$ cat config.mk
export PLATFORM = sky130hd
export DESIGN_NAME = iic_init_seq_flat
export DESIGN_NICKNAME = d
export VERILOG_FILES = /design/src/rtl/iic_init_seq_if.sv /design/src/rtl/iic_init_seq.sv /design/src/flat_wrapper.sv
export SDC_FILE = /design/constraint.sdc
export NUM_CORES = 1
export LEC_CHECK = 0
export ABC_AREA = 1
export CORE_UTILIZATION = 50
export CTS_CLUSTER_DIAMETER = 30
export DETAILED_ROUTE_END_ITERATION = 12
export PLACE_DENSITY = 0.85
export SLEW_MARGIN = 30
export SYNTH_ARGS = -nofsm -noshare
export SYNTH_HDL_FRONTEND = slang
export SYNTH_SLANG_ARGS = --single-unit
$ cat constraint.sdc
create_clock -name clk_i -period 1.9 [get_ports clk_i]
set_clock_uncertainty 0.05 [all_clocks]
set_input_delay 0.38 -clock clk_i [delete_from_list [all_inputs] [get_ports clk_i]]
set_output_delay 0.38 -clock clk_i [all_outputs]
set_load 0.02 [all_outputs]
$ cat src/rtl/iic_init_seq_if.sv
// Handshake between the register-init sequencer and the I2C master driver.
// The sequencer is the master side; the driver is the slave side.
interface iic_init_seq_if;
  logic        drv_start_en;
  logic        drv_wr_rd_flag;
  logic [7:0]  drv_dev_addr;
  logic [15:0] drv_register;
  logic [7:0]  drv_data;
  logic        drv_busy;
  logic        drv_err;
  logic [7:0]  drv_rd_data;

  modport master (
    output drv_start_en, drv_wr_rd_flag, drv_dev_addr, drv_register, drv_data,
    input  drv_busy, drv_err, drv_rd_data
  );

  modport slave (
    input  drv_start_en, drv_wr_rd_flag, drv_dev_addr, drv_register, drv_data,
    output drv_busy, drv_err, drv_rd_data
  );
endinterface

$ cat src/rtl/iic_init_seq.sv
// Register-initialisation sequencer: walks a {reg, data} table, issues one
// I2C driver transaction per entry, handles delays, retries and read-back.
//
// state     | meaning
// IDLE      | waiting for start
// FETCH     | table address applied, waiting for table read latency
// DECODE    | classify entry: end marker, delay or register write
// WAIT_FREE | wait for driver to go idle
// ISSUE     | one-cycle start pulse to driver
// WAIT_ACC  | wait for driver to accept (busy rises), bounded by ACCEPT_TO
// WAIT_DONE | wait for driver busy to fall, sample err / read data
// CHECK     | judge attempt: advance, verify, retry or fail
// DELAY     | timed wait for delay entries
// NEXT      | advance to next table entry
// DONE      | table completed
// FAIL      | sequence aborted on an entry
module iic_init_seq #(
  parameter logic [7:0] DEV_ADDR   = 8'h78,
  parameter int         TBL_AW     = 8,
  parameter int         MAX_RETRY  = 3,
  parameter int         DELAY_UNIT = 800,
  parameter int         ACCEPT_TO  = 64,
  parameter int         VERIFY     = 0
) (
  input  logic              clk_i,
  input  logic              rst_n,
  input  logic              start,
  output logic [TBL_AW-1:0] tbl_addr,
  input  logic [23:0]       tbl_data,
  iic_init_seq_if.master    drv,
  output logic              busy,
  output logic              init_done,
  output logic              init_fail,
  output logic [TBL_AW-1:0] fail_index
);

  localparam int DLY_W = 8 + $clog2(DELAY_UNIT);
  localparam int ACC_W = $clog2(ACCEPT_TO + 1);
  localparam int TMR_W = (DLY_W > ACC_W) ? DLY_W : ACC_W;
  localparam int RTY_W = (MAX_RETRY > 0) ? $clog2(MAX_RETRY + 1) : 1;

  localparam logic [15:0] REG_DELAY = 16'hFFFF;
  localparam logic [15:0] REG_END   = 16'hFFFE;

  typedef enum logic [3:0] {
    S_IDLE, S_FETCH, S_DECODE, S_WAIT_FREE, S_ISSUE, S_WAIT_ACC,
    S_WAIT_DONE, S_CHECK, S_DELAY, S_NEXT, S_DONE, S_FAIL
  } state_e;

  state_e            state_q, state_d;
  logic [TBL_AW-1:0] idx_q, idx_d;
  logic [RTY_W-1:0]  rty_q, rty_d;
  logic              rd_ph_q, rd_ph_d;
  logic [15:0]       reg_q, reg_d;
  logic [7:0]        dat_q, dat_d;
  logic [TMR_W-1:0]  tmr_q, tmr_d;
  logic              err_q, err_d;
  logic [7:0]        rdat_q, rdat_d;

  always_ff @(posedge clk_i or negedge rst_n) begin
    if (!rst_n) begin
      state_q <= S_IDLE;
      idx_q   <= '0;
      rty_q   <= '0;
      rd_ph_q <= 1'b0;
      reg_q   <= '0;
      dat_q   <= '0;
      tmr_q   <= '0;
      err_q   <= 1'b0;
      rdat_q  <= '0;
    end else begin
      state_q <= state_d;
      idx_q   <= idx_d;
      rty_q   <= rty_d;
      rd_ph_q <= rd_ph_d;
      reg_q   <= reg_d;
      dat_q   <= dat_d;
      tmr_q   <= tmr_d;
      err_q   <= err_d;
      rdat_q  <= rdat_d;
    end
  end

  always_comb begin
    state_d = state_q;
    idx_d   = idx_q;
    rty_d   = rty_q;
    rd_ph_d = rd_ph_q;
    reg_d   = reg_q;
    dat_d   = dat_q;
    tmr_d   = tmr_q;
    err_d   = err_q;
    rdat_d  = rdat_q;
    unique case (state_q)
      S_IDLE, S_DONE, S_FAIL: begin
        if (start) begin
          idx_d   = '0;
          rty_d   = '0;
          rd_ph_d = 1'b0;
          state_d = S_FETCH;
        end
      end
      S_FETCH: state_d = S_DECODE;
      S_DECODE: begin
        if (tbl_data[23:8] == REG_END) begin
          state_d = S_DONE;
        end else if (tbl_data[23:8] == REG_DELAY) begin
          tmr_d   = TMR_W'(tbl_data[7:0]) * TMR_W'(DELAY_UNIT);
          state_d = (tbl_data[7:0] == 8'd0) ? S_NEXT : S_DELAY;
        end else begin
          reg_d   = tbl_data[23:8];
          dat_d   = tbl_data[7:0];
          state_d = S_WAIT_FREE;
        end
      end
      S_WAIT_FREE: begin
        if (!drv.drv_busy) state_d = S_ISSUE;
      end
      S_ISSUE: begin
        tmr_d   = TMR_W'(ACCEPT_TO - 1);
        state_d = S_WAIT_ACC;
      end
      S_WAIT_ACC: begin
        // A driver that never accepts is treated like a NACK.
        if (drv.drv_busy) begin
          state_d = S_WAIT_DONE;
        end else if (tmr_q == '0) begin
          err_d   = 1'b1;
          state_d = S_CHECK;
        end else begin
          tmr_d = tmr_q - TMR_W'(1);
        end
      end
      S_WAIT_DONE: begin
        if (!drv.drv_busy) begin
          err_d   = drv.drv_err;
          rdat_d  = drv.drv_rd_data;
          state_d = S_CHECK;
        end
      end
      S_CHECK: begin
        if (!err_q && (!rd_ph_q || rdat_q == dat_q)) begin
          if (!rd_ph_q && VERIFY != 0) begin
            rd_ph_d = 1'b1;
            state_d = S_WAIT_FREE;
          end else begin
            state_d = S_NEXT;
          end
        end else if (rty_q < RTY_W'(MAX_RETRY)) begin
          rty_d   = rty_q + RTY_W'(1);
          rd_ph_d = 1'b0;
          state_d = S_WAIT_FREE;
        end else begin
          state_d = S_FAIL;
        end
      end
      S_DELAY: begin
        if (tmr_q == '0) state_d = S_NEXT;
        else             tmr_d = tmr_q - TMR_W'(1);
      end
      S_NEXT: begin
        rty_d   = '0;
        rd_ph_d = 1'b0;
        if (idx_q == '1) begin
          state_d = S_DONE;
        end else begin
          idx_d   = idx_q + TBL_AW'(1);
          state_d = S_FETCH;
        end
      end
      default: state_d = S_IDLE;
    endcase
  end

  // Transaction fields come straight from registers that only change
  // outside ISSUE..CHECK, so the driver may sample them late.
  assign drv.drv_start_en   = (state_q == S_ISSUE);
  assign drv.drv_wr_rd_flag = rd_ph_q;
  assign drv.drv_dev_addr   = DEV_ADDR;
  assign drv.drv_register   = reg_q;
  assign drv.drv_data       = dat_q;

  assign tbl_addr   = idx_q;
  assign busy       = !(state_q == S_IDLE || state_q == S_DONE || state_q == S_FAIL);
  assign init_done  = (state_q == S_DONE);
  assign init_fail  = (state_q == S_FAIL);
  assign fail_index = init_fail ? idx_q : '0;

endmodule

$ cat src/flat_wrapper.sv
// flat-port wrapper written by rule: the top's interface ports become plain ports
module iic_init_seq_flat 
#(
  parameter logic [7:0] DEV_ADDR   = 8'h78,
  parameter int         TBL_AW     = 8,
  parameter int         MAX_RETRY  = 3,
  parameter int         DELAY_UNIT = 800,
  parameter int         ACCEPT_TO  = 64,
  parameter int         VERIFY     = 0
)
  (clk_i, rst_n, start, tbl_addr, tbl_data, busy, init_done, init_fail, fail_index, drv_drv_start_en, drv_drv_wr_rd_flag, drv_drv_dev_addr, drv_drv_register, drv_drv_data, drv_drv_busy, drv_drv_err, drv_drv_rd_data);
  iic_init_seq_if drv_i ();
  input  logic clk_i;
  input  logic rst_n;
  input  logic start;
  output logic [TBL_AW-1:0] tbl_addr;
  input  logic [23:0] tbl_data;
  output logic busy;
  output logic init_done;
  output logic init_fail;
  output logic [TBL_AW-1:0] fail_index;
  output wire logic [$bits(drv_i.drv_start_en)-1:0] drv_drv_start_en;
  output wire logic [$bits(drv_i.drv_wr_rd_flag)-1:0] drv_drv_wr_rd_flag;
  output wire logic [$bits(drv_i.drv_dev_addr)-1:0] drv_drv_dev_addr;
  output wire logic [$bits(drv_i.drv_register)-1:0] drv_drv_register;
  output wire logic [$bits(drv_i.drv_data)-1:0] drv_drv_data;
  input wire logic [$bits(drv_i.drv_busy)-1:0] drv_drv_busy;
  input wire logic [$bits(drv_i.drv_err)-1:0] drv_drv_err;
  input wire logic [$bits(drv_i.drv_rd_data)-1:0] drv_drv_rd_data;
  assign drv_drv_start_en = drv_i.drv_start_en;
  assign drv_drv_wr_rd_flag = drv_i.drv_wr_rd_flag;
  assign drv_drv_dev_addr = drv_i.drv_dev_addr;
  assign drv_drv_register = drv_i.drv_register;
  assign drv_drv_data = drv_i.drv_data;
  assign drv_i.drv_busy = drv_drv_busy;
  assign drv_i.drv_err = drv_drv_err;
  assign drv_i.drv_rd_data = drv_drv_rd_data;
  iic_init_seq #(.DEV_ADDR(DEV_ADDR), .TBL_AW(TBL_AW), .MAX_RETRY(MAX_RETRY), .DELAY_UNIT(DELAY_UNIT), .ACCEPT_TO(ACCEPT_TO), .VERIFY(VERIFY)) u_core (.clk_i(clk_i), .rst_n(rst_n), .start(start), .tbl_addr(tbl_addr), .tbl_data(tbl_data), .drv(drv_i), .busy(busy), .init_done(init_done), .init_fail(init_fail), .fail_index(fail_index));
endmodule
## Yosys cells after proc, flatten, opt, wreduce, memory -nomap -nowiden

Index checks and enable logic that the tools add are counted.

| word-level totals | value |
|---|---|
| memory bits (read-only) | 0 |
| memories kept | 0 |
| output and inout bits | 53 |
| latch bits | 0 |
| input bits | 37 |
| bits in registers | 66 |
| word-level logic and storage cells | 100 |
| RAM bits | 0 |

| operators by class | value |
|---|---|
| multiplexer cells | 34 |
| multiply operators | 1 |
| shifts and indexed selects | 0 |
| bitwise gates (word level) | 3 |
| add/subtract/negate cells | 3 |
| eq/ne operators | 27 |
| reductions and logical operators | 22 |
| divide/modulo/power cells | 0 |
| magnitude comparators | 1 |

Operators with widths:

| operator | number |
|---|---|
| $mux W18 | 4 |
| $pmux W18 S4 | 1 |
| $mux W4 | 11 |
| $pmux W4 S10 | 1 |
| $eq A16 B16 Y1 const B | 2 |
| $mux W8 | 3 |
| $logic_not A18 Y1 | 1 |
| $sub A18 B1 Y18 const B | 1 |
| $eq A4 B3 Y1 const B | 4 |
| $eq A4 B4 Y1 const B | 4 |
| $pmux W8 S2 | 1 |
| $ne A2 B2 Y1 const B | 7 |
| $mul A8 B5 Y13 const B | 1 |
| $reduce_and A4 Y1 | 3 |
| $add A8 B1 Y8 const B | 1 |
| $eq A4 B2 Y1 const B | 2 |
| $eq A8 B8 Y1 | 1 |
| $eq A8 B8 Y1 const B | 1 |
| $logic_not A8 Y1 | 1 |
| $ne A2 B1 Y1 const B | 4 |
| $mux W1 | 7 |
| $mux W2 | 3 |
| $pmux W2 S3 | 1 |
| $reduce_and A3 Y1 | 2 |
| other kinds (17) | 24 |

## Longest topological paths before layout

Gate-level depths: netlist of the first run.

| logic depth | value |
|---|---|
| word-level depth | 5 |
| mapped depth | 16 |
| mapped depth without buffers | 16 |

## Least setup slack after synthesis of the first run

OpenSTA, ideal clock, no wires.

| timing | value |
|---|---|
| kind | input -> register |
| from | in tbl_data[3] |
| to | reg u_core.tmr_q[17] |
| buffers on the path | 0 |
| setup time | 0.116 ns |
| arrival time | 2.495 ns |
| stages on the path | 13 |
| setup slack | -0.761 ns |
| cell sequence | ha_1 -> ha_1 -> inv_1 -> fa_1 -> inv_1 -> ha_1 -> or2_2 -> nand3_1 -> nand3b_1 -> nand3_1 -> nand2_1 -> nand2_1 -> nand2_1 |

| between the ends | value |
|---|---|
| cells in the longest elaborated chain, start to end | 4 |

Ends and longest elaborated chain:

| what | RTL line | RTL |
|---|---|---|
| start, declared | flat_wrapper.sv:17 | `input logic [23:0] tbl_data;` |
| $mul A8 B5 Y13 | iic_init_seq.sv:108 | `tmr_d = TMR_W'(tbl_data[7:0]) * TMR_W'(DELAY_UNIT);` |
| $mux W18 | iic_init_seq.sv:107 | `end else if (tbl_data[23:8] == REG_DELAY) begin` |
| $mux W18 | iic_init_seq.sv:105 | `if (tbl_data[23:8] == REG_END) begin` |
| $pmux W18 S4 | iic_init_seq.sv:94 | `unique case (state_q)` |
| end signal, assigned | iic_init_seq.sv:78 | `tmr_q <= tmr_d;` |
| end, declared | iic_init_seq.sv:56 | `logic [TMR_W-1:0] tmr_q, tmr_d;` |

No other way between the ends. The select of a mux whose other input is x is not followed.
A chain may end at the register's enable or synchronous reset.

## Final worst setup path of the first run

| timing | value |
|---|---|
| from | in tbl_data[5] |
| to | reg u_core.tmr_q[16] |

The elaborated chain is that of the path after synthesis.

==> impl_metrics.env, run 1 <==
export IMPL_outcome="complete, but fails checks"
export IMPL_violations="setup timing"
export IMPL_vias=4691
export IMPL_grt_usage=0.2945
export IMPL_startpoint_type="input port"
export IMPL_ant_nets=0
export IMPL_grt_remaining_overflow=0
export IMPL_async_flop_share=1.000
export IMPL_critical_path_top_delay_family="adder cells"
export IMPL_drt_wl_total_um=13470
export IMPL_crit_type="input port to register"
export IMPL_slowest_delay_ns=0.28
export IMPL_required_ns=2.10
export IMPL_drv_slew=0
export IMPL_cts_root_buffer="clkbuf_8"
export IMPL_worstPathMaxFanout=4
export IMPL_cp_cell_sequence="clkdlybuf4s15_2, inv_1, ha_4, ha_4, ha_4, ha_4, nand2_1, nor2_1, nand2_1, nand2_1, nand2_1, nand3_1, nand2_1, nand2_1, nand2_1"
export IMPL_drive_above_1_share=0.2677
export IMPL_cts_tree="done"
export IMPL_final_hold_viol_count=0
export IMPL_first_pass_iters=6
export IMPL_crit_path_end_kind="register"
export IMPL_leakagePower_nw=3.075
export IMPL_grt_pass1_wl_um=20270
export IMPL_ys_ff_latch=57
export IMPL_area_growth_pct=43.72
export IMPL_grt_antenna_before_repair=0
export IMPL_rows=33
export IMPL_yosysSeqAreaShare=0.3305
export IMPL_synth_area_um2=4315
export IMPL_crit_slowest_cell="ha_4"
export IMPL_placed_area_um2=5746
export IMPL_start_util=0.5200
export IMPL_rsz0062_at_grt="yes"
export IMPL_drc_errors=0
export IMPL_final_nets=818
export IMPL_hold_path_class="input port to register"
export IMPL_dieArea_um2=9006
export IMPL_cts_buffers=9
export IMPL_syn_inst=612
export IMPL_synth_top_area_share=0.3305
export IMPL_dp_hpwl_um=8810
export IMPL_fmax_mhz=424.6
export IMPL_setup_violations=8
export IMPL_crit_arrival_ns=2.56
export IMPL_maxCapViolCount=0
export IMPL_p_per_area_nw_per_um2=1418
export IMPL_setup_slack_ns=-0.4549
export IMPL_yosysMostFrequentCell="nand2_1"
export IMPL_synth_area_leaders="dfrtp_1, nand2_1, ha_1"
export IMPL_cp_num_buf_inv=2
export IMPL_synth_area_leader_cell="dfrtp_1"
export IMPL_io_buffers=72
export IMPL_clkTransAtPathRegs_ns=0.07
export IMPL_finalSetupTns_ns=-2.460
export IMPL_ys_top_cells_by_count="nand2_1, inv_1, nor2_1, dfrtp_1, nand3_1"
export IMPL_irDropWorstVdd_mv=0.8034
export IMPL_drt_vias_per_instance=5.506
export IMPL_synth_flop_cell="dfrtp_1"
export IMPL_final_area_um2=6202
export IMPL_first_global_vias=4469
export IMPL_critPathMostFrequentCell="nand2_1"
export IMPL_dieHeight_um=94.90
export IMPL_htree_levels=3
export IMPL_core_area_um2=8299
export IMPL_place_ws_ns=-1.323
export IMPL_clk_latency_ns=0.35
export IMPL_avgSynthCellArea_um2=7.051
export IMPL_yosys_warnings=0
export IMPL_synth_edff_count=0
export IMPL_synth_cell_types=33
export IMPL_cts_sinks=57
export IMPL_diodes=0
export IMPL_drtIter0Drc=353
export IMPL_wire_per_inst_um=15.81
export IMPL_ios=90
export IMPL_clockBufferDepth=2
export IMPL_period_share=1.239
export IMPL_die_w_um=94.90
export IMPL_routabilityCongestion=0.9620
export IMPL_grt_start_max_net_pins=58
export IMPL_min_period_ns=2.355
area by class of cell:
| cell class | instances | area (µm²) |
|---|---|---|
| Tap cell | 105 | 131.4 |
| Timing Repair Buffer | 130 | 1171 |
| Clock inverter | 5 | 102.6 |
| Inverter | 75 | 299.0 |
| Fill cell | 535 | 2097 |
| Sequential cell | 57 | 1426 |
| Clock buffer | 11 | 141.4 |
| Multi-Input combinational cell | 469 | 2930 |
state kept, by name (all words and copies together), names as in the netlist:
name	count
u_core.drv.drv_data	8
u_core.drv.drv_register	16
u_core.err_q	1
u_core.rty_q	2
u_core.state_q	4
u_core.tbl_addr	8
u_core.tmr_q	18
layer usage:
layer,share of wire,vias up,track usage,routed length (µm)
met5,0,-,0,0
met4,0.051,0,0.1490,687
met3,0.077,66,0.07085,1041
met2,0.50,247,0.5060,6699
met1,0.37,2187,0.3399,5038
li1,-,2191,-,-
metrics by stage:
step / std cells / power (W) / hold WS, ns / utilization
5_1_grt: 852 / 0.009397 / 0.3304 / 0.7473
4_1_cts: 851 / 0.008500 / 0.3277 / 0.7363
2_1_floorplan: 619 / 0.005171 / 0.03441 / -
3_5_place_dp: 834 / 0.006903 / 0.3601 / 0.6923
3_3_place_gp: 834 / 0.006686 / 0.3553 / 0.6923
6_report: 852 / 0.008794 / 0.3433 / 0.7473
power by group:
| part | internal, W | leakage (nW) | switching (W) |
|---|---|---|---|
| clock network | 0.000905 | 0.120 | 0.000537 |
| registers | 0.00170 | 0.730 | 0.000378 |
| logic | 0.00212 | 2.23 | 0.00315 |
| total | 0.00473 | 3.07 | 0.00407 |
repair_timing:
| action | 4_1_cts | 5_1_grt |
|---|---|---|
| endpoints found under the setup margin | 20 | 36 |
| pin swaps | 28 | 23 |
| hold buffers | 1 | 0 |
| resized for setup | 99 | 37 |
| buffers inserted | 1 | 1 |
| gates cloned | 0 | 1 |
| endpoints found under the hold margin | 52 | 0 |
worst register-to-register path, delay by kind of cell, from the launching register on:
kind                   cells  cell delay (ns)
AND/OR/NAND/NOR            8             1.31
flip-flops                 1             0.44
buffers and inverters      1             0.04
layout by cell type, fill, tap and decap left out, drive strengths merged, types with 5 or more instances in the layout:
master and instances:
clkbuf 14, conb 9, xor2 5, a21oi 10, nand2 207, o21ai 47
inv 74, buf 73, nor2 67, ha 36, nand3 57, nand4 8
clkdlybuf4s50 49, nand3b 5, nor3 6, dfrtp 57
kinds of logic after synthesis:
group / count (synthesis) / synth area share
AO/OA/AOI/OAI: 62 / 0.08786
XOR/XNOR: 7 / 0.01421
adder cells (fa/ha/maj): 39 / 0.1183
buffers and inverters: 94 / 0.09626
flip-flops: 57 / 0.3305
other: 2 / 0.001740
AND/OR/NAND/NOR: 351 / 0.3511
worst paths after layout:
kind | slack (ns) | end | cells after the start | from
worst max-delay path | -0.45 | u_core.tmr_q[16] | 15 | tbl_data[5]
worst min-delay path | 0.34 | u_core.drv.drv_data[3] | 4 | tbl_data[3]
worst max register to register | 0.01 | u_core.tmr_q[16] | 9 | u_core.tmr_q[7]
worst min register to register | 0.42 | u_core.drv.drv_register[4] | 2 | u_core.drv.drv_register[4]
max in group asynchronous | 1.02 | u_core.tmr_q[4] | 3 | rst_n
min in group asynchronous | 0.52 | u_core.drv.drv_register[5] | 3 | rst_n
Power figures use the tool's default switching activity.
==> run 2, diff against run 1 <==
Settings changed: CORE_MARGIN from default to 1.5, CORE_UTILIZATION 50 to 65, DONT_BUFFER_PORTS from default to 1, PLACE_DENSITY 0.85 to 0.88.
==> impl_metrics.env, run 2 (synthesized netlist as in run 1, its figures left out) <==
export IMPL_outcome="complete, but fails checks"
export IMPL_violations="setup timing"
export IMPL_p_comb_frac=0.562
export IMPL_first_global_vias=4472
export IMPL_hold_path_class="input port to register"
export IMPL_final_area_um2=5575
export IMPL_cts_buffers=9
export IMPL_cp_cell_sequence="ha_4, ha_4, inv_2, fa_1, inv_2, ha_4, nand2_1, nor2_1, nand2_1, nand2_1, nand2_1, nand3_2, nand2_1, nand2_1, nand2_1"
export IMPL_routabilityCongestion=0.9144
export IMPL_worstPathMaxFanout=4
export IMPL_largest_reg_flops=18
export IMPL_swShare=0.5078
export IMPL_p_sw_w=0.004407
export IMPL_place_ws_ns=-0.6278
export IMPL_clockBufferDepth=2
export IMPL_vias=4913
export IMPL_mostFrequentLayoutCell="nand2_1"
export IMPL_clock_power_share=0.156
export IMPL_maxCapViolCount=0
export IMPL_drtIter0Drc=570
export IMPL_grt_start_max_net_pins=58
export IMPL_core_area_um2=6386
export IMPL_setup_violations=22
export IMPL_crit_type="input port to register"
export IMPL_placed_area_um2=4965
export IMPL_multi_input_area_um2=2945
export IMPL_startpoint_type="input port"
export IMPL_rows=29
export IMPL_place_inst=735
export IMPL_dieArea_um2=7137
export IMPL_htree_levels=3
export IMPL_clkTransAtPathRegs_ns=0.07
export IMPL_crit_slowest_cell="fa_1"
export IMPL_slowest_delay_ns=0.49
export IMPL_area_growth_pct=29.20
export IMPL_leakagePower_nw=2.791
export IMPL_p_int_w=0.004271
export IMPL_regMostFlops="u_core.tmr_q"
export IMPL_critPathMostFrequentCell="nand2_1"
export IMPL_grt_pass1_wl_um=21490
export IMPL_ios=90
export IMPL_final_nets=755
export IMPL_drive_above_1_share=0.2924
export IMPL_first_pass_iters=6
export IMPL_drt_vias_per_instance=6.456
export IMPL_setup_slack_ns=-0.4578
export IMPL_irDropWorstVdd_mv=1.222
export IMPL_mostFrequentLayoutCells="nand2_1, inv_1, buf_4"
export IMPL_rsz0062_at_grt="yes"
export IMPL_min_period_ns=2.358
export IMPL_required_ns=2.09
export IMPL_die_w_um=84.48
export IMPL_fmax_mhz=424.1
export IMPL_post_route_util=0.8730
export IMPL_period_share=1.241
export IMPL_cts_tree="done"
export IMPL_fin_cells=761
export IMPL_final_hold_viol_count=0
export IMPL_grt_antenna_before_repair=0
export IMPL_drv_slew=0
export IMPL_crit_path_end_kind="register"
export IMPL_drt_wl_total_um=15420
export IMPL_io_buffers=0
export IMPL_p_seq_frac=0.282
export IMPL_grt_remaining_overflow=0
export IMPL_drc_errors=0
export IMPL_diodes=0
export IMPL_ant_nets=0
export IMPL_grt_usage=0.3781
export IMPL_dp_hpwl_um=8337
export IMPL_dieHeight_um=84.48
export IMPL_seq_area_um2=1429
export IMPL_hold_ws_ns=0.1326
export IMPL_wire_per_inst_um=20.26
export IMPL_cts_sinks=57
export IMPL_start_util=0.6757
export IMPL_cts_root_buffer="clkbuf_8"
export IMPL_clk_latency_ns=0.34
export IMPL_n_fill_cell=287
export IMPL_crit_arrival_ns=2.54
export IMPL_p_per_area_nw_per_um2=1556
## run 2: cell types whose count changed in the layout (fill, tap and decap cells not counted), moves of 3 or more
| cell | previous run | this run |
|---|---|---|
| ha_4 | 23 | 18 |
| buf_12 | 6 | 3 |
| buf_2 | 11 | 0 |
| nor2_1 | 51 | 44 |
| clkbuf_2 | 3 | 0 |
| nand2_1 | 180 | 175 |
| nand2_2 | 22 | 27 |
| clkdlybuf4s50_1 | 49 | 0 |
| nor2_2 | 11 | 15 |
| ha_1 | 12 | 17 |
| nor2_4 | 5 | 9 |
| buf_4 | 53 | 57 |
## run 2: metrics by stage
step	power, W	TNS, ns
floorplan	0.005171	-2.745
global placement	0.005966	-4.175
detailed placement	0.006184	-5.300
CTS	0.007783	-1.149
global route	0.009094	-4.886
finish	0.008678	-2.133
## run 2: final cells by class
type                            count  area share
Multi-Input combinational cell    470      0.5283
Sequential cell                    57      0.2563
Timing Repair Buffer               66      0.1023
Inverter                           75     0.05453
Clock buffer                       12     0.02783
Tap cell                           77     0.01728
Clock inverter                      4     0.01346
## run 2: critical path: cells and delay by family
kind	cells	cell delay, ns
buffers and inverters	2	0.09
AND/OR/NAND/NOR	9	0.83
adder cells (fa/ha/maj)	4	1.25
## run 2: final timing paths
path | start | endpoint | slack [ns] | depth (start not counted)
min in group asynchronous | rst_n | u_core.drv.drv_register[2] | 0.51 | 2
max in group asynchronous | rst_n | u_core.state_q[2] | 1.03 | 2
setup reg to reg | u_core.tmr_q[12] | u_core.tmr_q[16] | -0.10 | 10
hold / removal | tbl_data[19] | u_core.drv.drv_register[11] | 0.13 | 2
hold reg to reg | u_core.rty_q[0] | u_core.rty_q[0] | 0.50 | 1
setup / recovery | tbl_data[3] | u_core.tmr_q[16] | -0.46 | 15
## run 2: what timing repair did
| action | in CTS | in global routing |
|---|---|---|
| setup buffers | 3 | 3 |
| resized for setup | 16 | 48 |
| setup endpoints to repair | 27 | 53 |
| gates cloned | 1 | 1 |
| endpoints found under the hold margin | 57 | 0 |
| hold buffers | 2 | 0 |
| pin swaps | 9 | 13 |
## run 2: power by group through the flow
stage | Combinational, W | Sequential, W | Clock [W]
2_1_floorplan | 0.00286 | 0.00231 | 0
5_1_grt | 0.00520 | 0.00249 | 0.00141
3_3_place_gp | 0.00358 | 0.00238 | 0
3_5_place_dp | 0.00378 | 0.00240 | 0
6_report | 0.00487 | 0.00245 | 0.00136
4_1_cts | 0.00407 | 0.00239 | 0.00133
## run 2: routing by layer
layer,wire length [µm],up-vias,global-route usage
li1,-,2074,-
met1,5139,2261,0.4335
met2,7511,435,0.6551
met3,1500,143,0.08653
met4,1267,0,0.2009
met5,0,-,0
==> run 3, diff against run 2 <==
==> constraint.sdc (replaced) <==
create_clock -name clk_i -period 1.9 [get_ports clk_i]
set_clock_uncertainty 0.05 [all_clocks]
set_input_delay 0.475 -clock clk_i [delete_from_list [all_inputs] [get_ports clk_i]]
set_output_delay 0.475 -clock clk_i [all_outputs]
set_load 0.02 [all_outputs]
==> impl_metrics.env, run 3 (synthesized netlist as in run 1, its figures left out) <==
export IMPL_outcome="complete, but fails checks"
export IMPL_violations="setup timing"
export IMPL_clockBufferDepth=2
export IMPL_vias=4962
export IMPL_htree_levels=3
export IMPL_grt_antenna_before_repair=0
export IMPL_p_int_w=0.004497
export IMPL_wl_met1_um=5341
export IMPL_grt_pass1_wl_um=19710
export IMPL_first_global_vias=4373
export IMPL_dp_hpwl_um=8581
export IMPL_crit_arrival_ns=2.59
export IMPL_die_w_um=84.48
export IMPL_routabilityCongestion=0.8954
export IMPL_rrSetupSlack_ns=-0.14
export IMPL_p_per_area_nw_per_um2=1573
export IMPL_met3_length_um=1599
export IMPL_mostFrequentLayoutCells="nand2_1, buf_4, inv_1"
export IMPL_swShare=0.5008
export IMPL_final_nets=765
export IMPL_dieHeight_um=84.48
export IMPL_dieArea_um2=7137
export IMPL_rsz0062_at_grt="yes"
export IMPL_min_period_ns=2.430
export IMPL_hold_ws_ns=0.2173
export IMPL_drtIter0Drc=685
export IMPL_cp_cell_sequence="inv_12, ha_4, ha_4, fa_2, ha_4, nand2_2, nand3_4, nand2_2, nand3b_1, nand3_1, nand2_1, nand2_1, nand2_1"
export IMPL_final_hold_viol_count=0
export IMPL_start_util=0.6757
export IMPL_io_buffers=0
export IMPL_period_share=1.279
export IMPL_rows=29
export IMPL_p_sw_w=0.004512
export IMPL_clk_latency_ns=0.36
export IMPL_fin_cells=771
export IMPL_cts_sinks=57
export IMPL_grt_start_max_net_pins=58
export IMPL_drt_wl_total_um=15880
export IMPL_regMostFlops="u_core.tmr_q"
export IMPL_ant_nets=0
export IMPL_required_ns=2.06
export IMPL_reg2reg_depth=11
export IMPL_dr_wl_met2_um=7840
export IMPL_slowest_delay_ns=0.59
export IMPL_cts_tree="done"
export IMPL_drc_errors=0
export IMPL_largest_reg_flops=18
export IMPL_hold_path_class="input port to register"
export IMPL_setup_violations=34
export IMPL_p_comb_frac=0.575
export IMPL_clock_power_share=0.150
export IMPL_setup_slack_ns=-0.5302
export IMPL_min_from="tbl_data[10]"
export IMPL_leakagePower_nw=2.837
export IMPL_wire_per_inst_um=20.60
export IMPL_p_seq_frac=0.274
export IMPL_worstPathMaxFanout=4
export IMPL_worstReg2RegStart="u_core.state_q[2]"
export IMPL_diodes=0
export IMPL_cts_root_buffer="clkbuf_8"
export IMPL_area_growth_pct=32.68
export IMPL_core_area_um2=6386
export IMPL_drv_slew=0
export IMPL_whs_endpoint="u_core.drv.drv_register[2]"
export IMPL_fmax_mhz=411.5
export IMPL_grt_remaining_overflow=0
export IMPL_crit_path_end_kind="register"
export IMPL_first_pass_iters=7
export IMPL_crit_type="input port to register"
export IMPL_cts_buffers=9
export IMPL_mostFrequentLayoutCell="nand2_1"
export IMPL_place_inst=736
export IMPL_top_layer_used="met4"
export IMPL_clkTransAtPathRegs_ns=0.07
export IMPL_hold_depth=2
export IMPL_ios=90
export IMPL_drt_vias_per_instance=6.436
export IMPL_drive_above_1_share=0.3112
export IMPL_rr_endpoint="u_core.tmr_q[14]"
export IMPL_maxCapViolCount=0
export IMPL_grt_usage=0.3462
export IMPL_startpoint_type="input port"
export IMPL_irDropWorstVdd_mv=1.124
export IMPL_crit_slowest_cell="fa_2"
[run 3: cell count changes in the layout (fill, tap and decap cells not counted), moves of 3 or more]
cell	before	now
buf_4	57	64
nor2_4	9	15
nor2_2	15	10
buf_6	4	8
inv_2	12	9
[run 3: metrics by stage]
| stage | power [W] | setup slack [ns] | utilization | setup TNS (ns) | cell area (µm²) |
|---|---|---|---|---|---|
| 2_1_floorplan | 0.005177 | -0.5723 | - | -3.479 | 4587 |
| 6_report | 0.009009 | -0.5302 | 0.8966 | -3.081 | 5725 |
| 3_3_place_gp | 0.006037 | -0.6514 | 0.7817 | -6.187 | 4992 |
| 3_5_place_dp | 0.006223 | -0.7005 | 0.7817 | -7.204 | 4992 |
| 5_1_grt | 0.009444 | -0.5598 | 0.8966 | -5.563 | 5725 |
| 4_1_cts | 0.007772 | -0.3117 | 0.8484 | -4.120 | 5418 |
[run 3: power by group through the flow]
stage,clock [W],sequential [W],combinational [W]
after detailed placement,0,0.00240,0.00383
after global placement,0,0.00239,0.00365
after CTS,0.00132,0.00240,0.00406
after floorplan,0,0.00231,0.00287
final,0.00136,0.00247,0.00518
after global routing,0.00139,0.00250,0.00556
[run 3: layout make-up]
cell class	instances	area (µm²)
clock buffer	11	151.4
clock inverter	5	77.57
fill	257	660.6
inverter	75	326.6
multi-input combinational	469	2974
sequential	57	1431
tap	77	96.34
timing repair buffer	77	668.1
[run 3: worst max path at each step]
| stage | start | end | slack [ns] | cells past startpoint |
|---|---|---|---|---|
| floorplan | tbl_data[3] | u_core.tmr_q[15] | -0.57 | 13 |
| global placement | tbl_data[2] | u_core.tmr_q[15] | -0.65 | 14 |
| detailed placement | tbl_data[4] | u_core.tmr_q[16] | -0.70 | 14 |
| CTS | tbl_data[3] | u_core.tmr_q[17] | -0.31 | 13 |
| global route | tbl_data[3] | u_core.tmr_q[14] | -0.56 | 14 |
| finish | tbl_data[2] | u_core.tmr_q[14] | -0.53 | 13 |
[run 3: repair_timing]
item	in CTS	in global routing
hold endpoints to repair	57	0
gates cloned	1	0
setup buffers	3	14
endpoints found under the setup margin	28	31
hold buffers	2	0
pin swaps	18	16
resized for setup	36	40
[run 3: critical path: cells and delay by family]
kind                       cells  cell delay (ns)
adders and majority gates      4             1.26
and+or+nand+nor                8             0.82
buffers and inverters          1             0.02
[run 3: metal layers]
metal	vias to the layer above	global-route usage
met5	-	0
met4	0	0.1672
met3	123	0.06195
li1	2102	-
met2	436	0.6407
met1	2301	0.3796
==> RTL change 1: new RTL, config.mk and constraints of run 1 <==
Add an input register stage for `tbl_data`, with the module's reset; this delays it by one clock. The other inputs are not delayed to match.
--- a/src/rtl/iic_init_seq.sv
+++ b/src/rtl/iic_init_seq.sv
@@ -47,6 +47,16 @@
     S_WAIT_DONE, S_CHECK, S_DELAY, S_NEXT, S_DONE, S_FAIL
   } state_e;
 
+  logic [23:0] tbl_data_q;
+
+  always_ff @(posedge clk_i or negedge rst_n) begin
+    if (!rst_n) begin
+      tbl_data_q <= '0;
+    end else begin
+      tbl_data_q <= tbl_data;
+    end
+  end
+
   state_e            state_q, state_d;
   logic [TBL_AW-1:0] idx_q, idx_d;
   logic [RTY_W-1:0]  rty_q, rty_d;
@@ -102,14 +112,14 @@
       end
       S_FETCH: state_d = S_DECODE;
       S_DECODE: begin
-        if (tbl_data[23:8] == REG_END) begin
+        if (tbl_data_q[23:8] == REG_END) begin
           state_d = S_DONE;
-        end else if (tbl_data[23:8] == REG_DELAY) begin
-          tmr_d   = TMR_W'(tbl_data[7:0]) * TMR_W'(DELAY_UNIT);
-          state_d = (tbl_data[7:0] == 8'd0) ? S_NEXT : S_DELAY;
-        end else begin
-          reg_d   = tbl_data[23:8];
-          dat_d   = tbl_data[7:0];
+        end else if (tbl_data_q[23:8] == REG_DELAY) begin
+          tmr_d   = TMR_W'(tbl_data_q[7:0]) * TMR_W'(DELAY_UNIT);
+          state_d = (tbl_data_q[7:0] == 8'd0) ? S_NEXT : S_DELAY;
+        end else begin
+          reg_d   = tbl_data_q[23:8];
+          dat_d   = tbl_data_q[7:0];
           state_d = S_WAIT_FREE;
         end
       end
Behaviour: not the same (a bounded check fails within 4 cycles, from zero or initial values and one cycle with rst_n low).
==> RTL change 1 against run 1 <==
  * Synthesized area rose by 14%
  * Final area up 6.1%
  * Cell count is 6.8% higher
  * The flow still finishes with violations (negative setup slack)
  * Die area grew 14%
  * Wire length fell by 0.98%
  * Clock power increased by 3%
  * Count of clock-buffer cells in the layout is 2 lower
  * Worst setup slack lost 0.32 ns
  * Via count increased by 1.2%
  * Sequential cell count increased by 24
  * Power is 7.6% higher
==> RTL change 1: results (changes against run 1) <==
metric;value;unit;change
critPathLaunch;u_core.tbl_data_q[3];;
cts_resized;58;;-41%
seq_area_frac_synth;41.1;%;+8.1 points
syn_inst;649;;+6.0%
setup-violations-final;8;;unchanged
critPathCapture;u_core.tmr_q[15];;
synth_area_leaders;dfrtp_1, nand2_1, ha_1;;
layoutNonFillerInstCount;910;;+6.8%
crit_path_top_delay_cell;fa_1;;
leakage;0.00345;uW;+12%
antenna_cells;0;;unchanged
arrival;2.88;ns;+0.32 ns
fin_nets;852;;+4.2%
synth_common_cells;nand2_1, dfrtp_1, inv_1, nand3_1, nor2_1;;
whs_endpoint;u_core.tbl_data_q[23];;
dp_hpwl;9240;um;+4.9%
place_ws;-0.742;ns;+0.581 ns
place_area;6140;um2;+6.8%
max_stage_delay;0.51;ns;+0.23 ns
tns;-5.23;ns;-2.77 ns
drive_gt1_share;20.9;%;-5.9 points
drtIter0Drc;355;;+0.57%
setup_slack;-0.777;ns;-0.322 ns
place.gp.congestion;0.972;;+1.0%
largest_register_ffs;24;;+6
worstHoldStart;tbl_data[23];;
wl_per_cell;14.7;um;-7.3%
viasPerCell;5.22;;-5.3%
max_flop_register;u_core.tbl_data_q;;
min_path_cells;1;;-3
placed_cells;886;;+6.2%
reg2regPathDepth;16;;+7
grt_start_max_net_pins;34;;-41%
outcome;complete, but fails checks;;
holdWs;0.392;ns;+0.0485 ns
grt_usage;26.8;%;-2.7 points
grt_first_pass_wirelength;21300;um;+5.1%
first_pass_iters;5;;-1
peakVddDrop;0.800;mV;-0.46%
violations;negative setup slack;;
io_buffers;72;;unchanged
path_max_fanout;5;;+1
post-cts-setup-buffers;2;;+1
grt_pass1_vias;4672;;+4.5%
clk_pin_slew;0.09;ns;+0.02 ns
## RTL change 1: final cells by class
class,count,area (um2)
fillers,696,2790
multi-input cells,480,2710
flip-flops and latches,81,2030
repair buffers,128,1160
inverters,76,288
well taps,129,161
clock buffers,9,124
clock inverters,7,105
## RTL change 1: report_power, final
group	internal [uW]	total (uW)	leakage [uW]	switching, uW
clock network	763	1480	0.000113	712
registers	2250	2660	0.00100	412
logic	2170	5320	0.00233	3150
## RTL change 1: logic make-up after synthesis
logic type,Yosys count,synth area share (%)
AOI/OAI and AO/OA,50,5.72
xor gates and xnor gates,6,1.07
adders and majority gates,39,10.4
buffers and inverters,95,8.69
DFF,81,41.1
other,2,0.152
and+or+nand+nor,376,32.9
## RTL change 1: routing by layer
layer	share of wire, %	GRT usage (%)	up-vias
li1	-	-	2297
met1	39	32.4	2220
met2	51	46.4	190
met3	6.5	5.24	39
met4	3.0	12.0	0
met5	0	0	-
==> RTL change 2: new RTL, settings of run 1 <==
Without the edit above. `TBL_AW` is set to 8 in 2 places; all go to 7.
--- a/src/rtl/iic_init_seq.sv
+++ b/src/rtl/iic_init_seq.sv
@@ -16,7 +16,7 @@
 // FAIL      | sequence aborted on an entry
 module iic_init_seq #(
   parameter logic [7:0] DEV_ADDR   = 8'h78,
-  parameter int         TBL_AW     = 8,
+  parameter int         TBL_AW     = 7,
   parameter int         MAX_RETRY  = 3,
   parameter int         DELAY_UNIT = 800,
   parameter int         ACCEPT_TO  = 64,
--- a/src/flat_wrapper.sv
+++ b/src/flat_wrapper.sv
@@ -2,7 +2,7 @@
 module iic_init_seq_flat 
 #(
   parameter logic [7:0] DEV_ADDR   = 8'h78,
-  parameter int         TBL_AW     = 8,
+  parameter int         TBL_AW     = 7,
   parameter int         MAX_RETRY  = 3,
   parameter int         DELAY_UNIT = 800,
   parameter int         ACCEPT_TO  = 64,
Ports: changed (resized fail_index and tbl_addr); port bits go from 90 to 88. No check against the original RTL was run, so the function may have changed too.
==> RTL change 2 against run 1 <==
  * Core utilization grew 1.3 points
  * Worst setup slack got worse by 0.041 ns
  * Wire length grew 5.7%
  * Largest power group unchanged
  * Final area up 0.20%
  * Clock power down 50%
  * Synthesized area is 2.5% lower
  * The flow finishes with violations (negative hold slack, negative setup slack)
  * Sequential cell count shrank 1
  * Critical path type unchanged
  * Power is 1.2% lower
==> RTL change 2: results (changes against run 1) <==
metric;value;unit;change
finalHoldViolations;22;;+22
drive_gt1_share;28.9;%;+2.2 points
r2r_setup_slack;-0.01;ns;-0.02 ns
outcome;complete, but fails checks;;
use_met2;55.2;%;+4.6 points
largest_register_ffs;18;;unchanged
grt_start_max_net_pins;57;;-1.7%
crit_path_end_kind;flip-flop;;
max_stage_delay;0.53;ns;+0.25 ns
leakage;0.00313;uW;+2.0%
synth_common_cells;nand2_1, inv_1, nor2_1, nand3_1, dfrtp_1;;
async_flop_share;100;%;unchanged
drt_wl_total;14200;um;+5.7%
cts-root-buf;clkbuf_8;;
clk_pin_slew;0.11;ns;+0.04 ns
path_max_fanout;5;;+1
seq_area_frac_synth;33.3;%;+0.24 points
yosysWarnings;0;;unchanged
clock_latency;0.33;ns;-0.02 ns
arrival;2.57;ns;about the same
peakVddDrop;1.09;mV;+36%
syn_inst;619;;+1.1%
vias;4804;;+2.4%
layoutNonFillerInstCount;862;;+1.2%
grt.met3_usage;3.24;%;-3.8 points
hold_path_class;primary input to asynchronous set/reset pin;;
cts_buffer_depth;2;;unchanged
setup-violations-final;8;;unchanged
synth_top_flop_cell;dfrtp_1;;
r2r-start;u_core.state_q[3];;
crit_path_top_delay_cell;fa_1;;
cts_buffers;5;;-4
reg2regPathDepth;14;;+5
grt_first_pass_wirelength;20800;um;+2.6%
grt_pass1_vias;4650;;+4.1%
placed_cells;836;;+0.24%
synth_area_leaders;dfrtp_1, nand2_1, ha_1;;
setup_slack;-0.496;ns;-0.0412 ns
dp_hpwl;9010;um;+2.2%
place.gp.congestion;0.963;;about the same
critPathLaunch;tbl_data[2];;
antenna_found_initial;0;;unchanged
violations;negative hold slack, negative setup slack;;
max_flop_register;u_core.tmr_q;;
grt_usage;30.1;%;+0.62 points
holdWs;-0.0133;ns;-0.357 ns
antenna_cells;0;;unchanged
met1_usage;34.7;%;+0.73 points
drtIter0Drc;326;;-7.6%
synth_cell_type_count;28;;-15%
worstReg2RegEnd;u_core.tmr_q[16];;
io_buffers;70;;-2.8%
cts_max_level;2;;-1
first_pass_iters;7;;+1
fin_nets;833;;+1.8%
## RTL change 2: changes by cell type in the layout (fill, tap and decap cells not counted), moves of 6 or more
cell             change
o21ai_1             +13
buf_4               +10
o21ai_2             -10
buf_6                +9
inv_2                +9
clkdlybuf4s50_1      -6
## RTL change 2: logic make-up after synthesis
family | synth area share [%]
compound gates | 6.78
xor+xnor | 1.25
fa+ha+maj | 12.4
buf+inv | 10.4
flops | 33.3
other cells | 0.178
simple gates | 35.6
## RTL change 2: metrics by stage
stage          area (um2)  total power, uW  setup TNS (ns)  setup slack, ns  hold slack [ns]
6_report             6210             8690           -2.91           -0.496          -0.0133
3_5_place_dp         5560             6760          -13.06            -1.29            0.356
2_1_floorplan        4420             5010           -3.06           -0.494           0.0344
3_3_place_gp         5560             6570          -10.97            -1.20            0.353
4_1_cts              6020             8200           -3.27           -0.532          0.00131
5_1_grt              6210             9220           -4.04           -0.601           0.0135
## RTL change 2: worst max-delay path: cells and delay by family
kind | cells | cell delay [ns]
fa+ha+maj | 4 | 1.36
buf+inv | 3 | 0.19
simple gates | 10 | 0.62
## RTL change 2: worst min path at each step
stage | from | end | slack [ns] | cells past startpoint
2_1_floorplan | rst_n | u_core.drv.drv_data[0] | 0.03 | 0
3_3_place_gp | rst_n | u_core.drv.drv_register[2] | 0.35 | 2
3_5_place_dp | rst_n | u_core.drv.drv_register[3] | 0.36 | 2
4_1_cts | rst_n | u_core.drv.drv_register[2] | 0.001 | 2
5_1_grt | rst_n | u_core.drv.drv_register[15] | 0.01 | 2
6_report | rst_n | u_core.drv.drv_register[15] | -0.01 | 2
## RTL change 2: layout make-up
class	count	area, um2
Clock buffer	5	68.8
Clock inverter	3	25.0
Fill cell	573	1960
Inverter	80	320
Multi-Input combinational cell	470	2950
Sequential cell	56	1410
Tap cell	105	131
Timing Repair Buffer	143	1310
## RTL change 2: repair_timing
action	4_1_cts	5_1_grt
hold endpoints to repair	0	0
cloned	2	0
hold buffers	0	0
endpoints found under the setup margin	31	39
pin swaps	27	35
buffers inserted	14	9
gates resized for setup	123	80
## RTL change 2: power by group
part           internal [uW]  switching (uW)  leakage [uW]
clock                    271             456     0.0000452
sequential              1680             412      0.000711
combinational           2460            3410       0.00238
## RTL change 2: metal layers
layer  share of wire [%]  up-vias
met5                   0        -
met4                 4.9        0
met3                 7.5       73
met2                  51      280
met1                  37     2231
li1                    -     2220
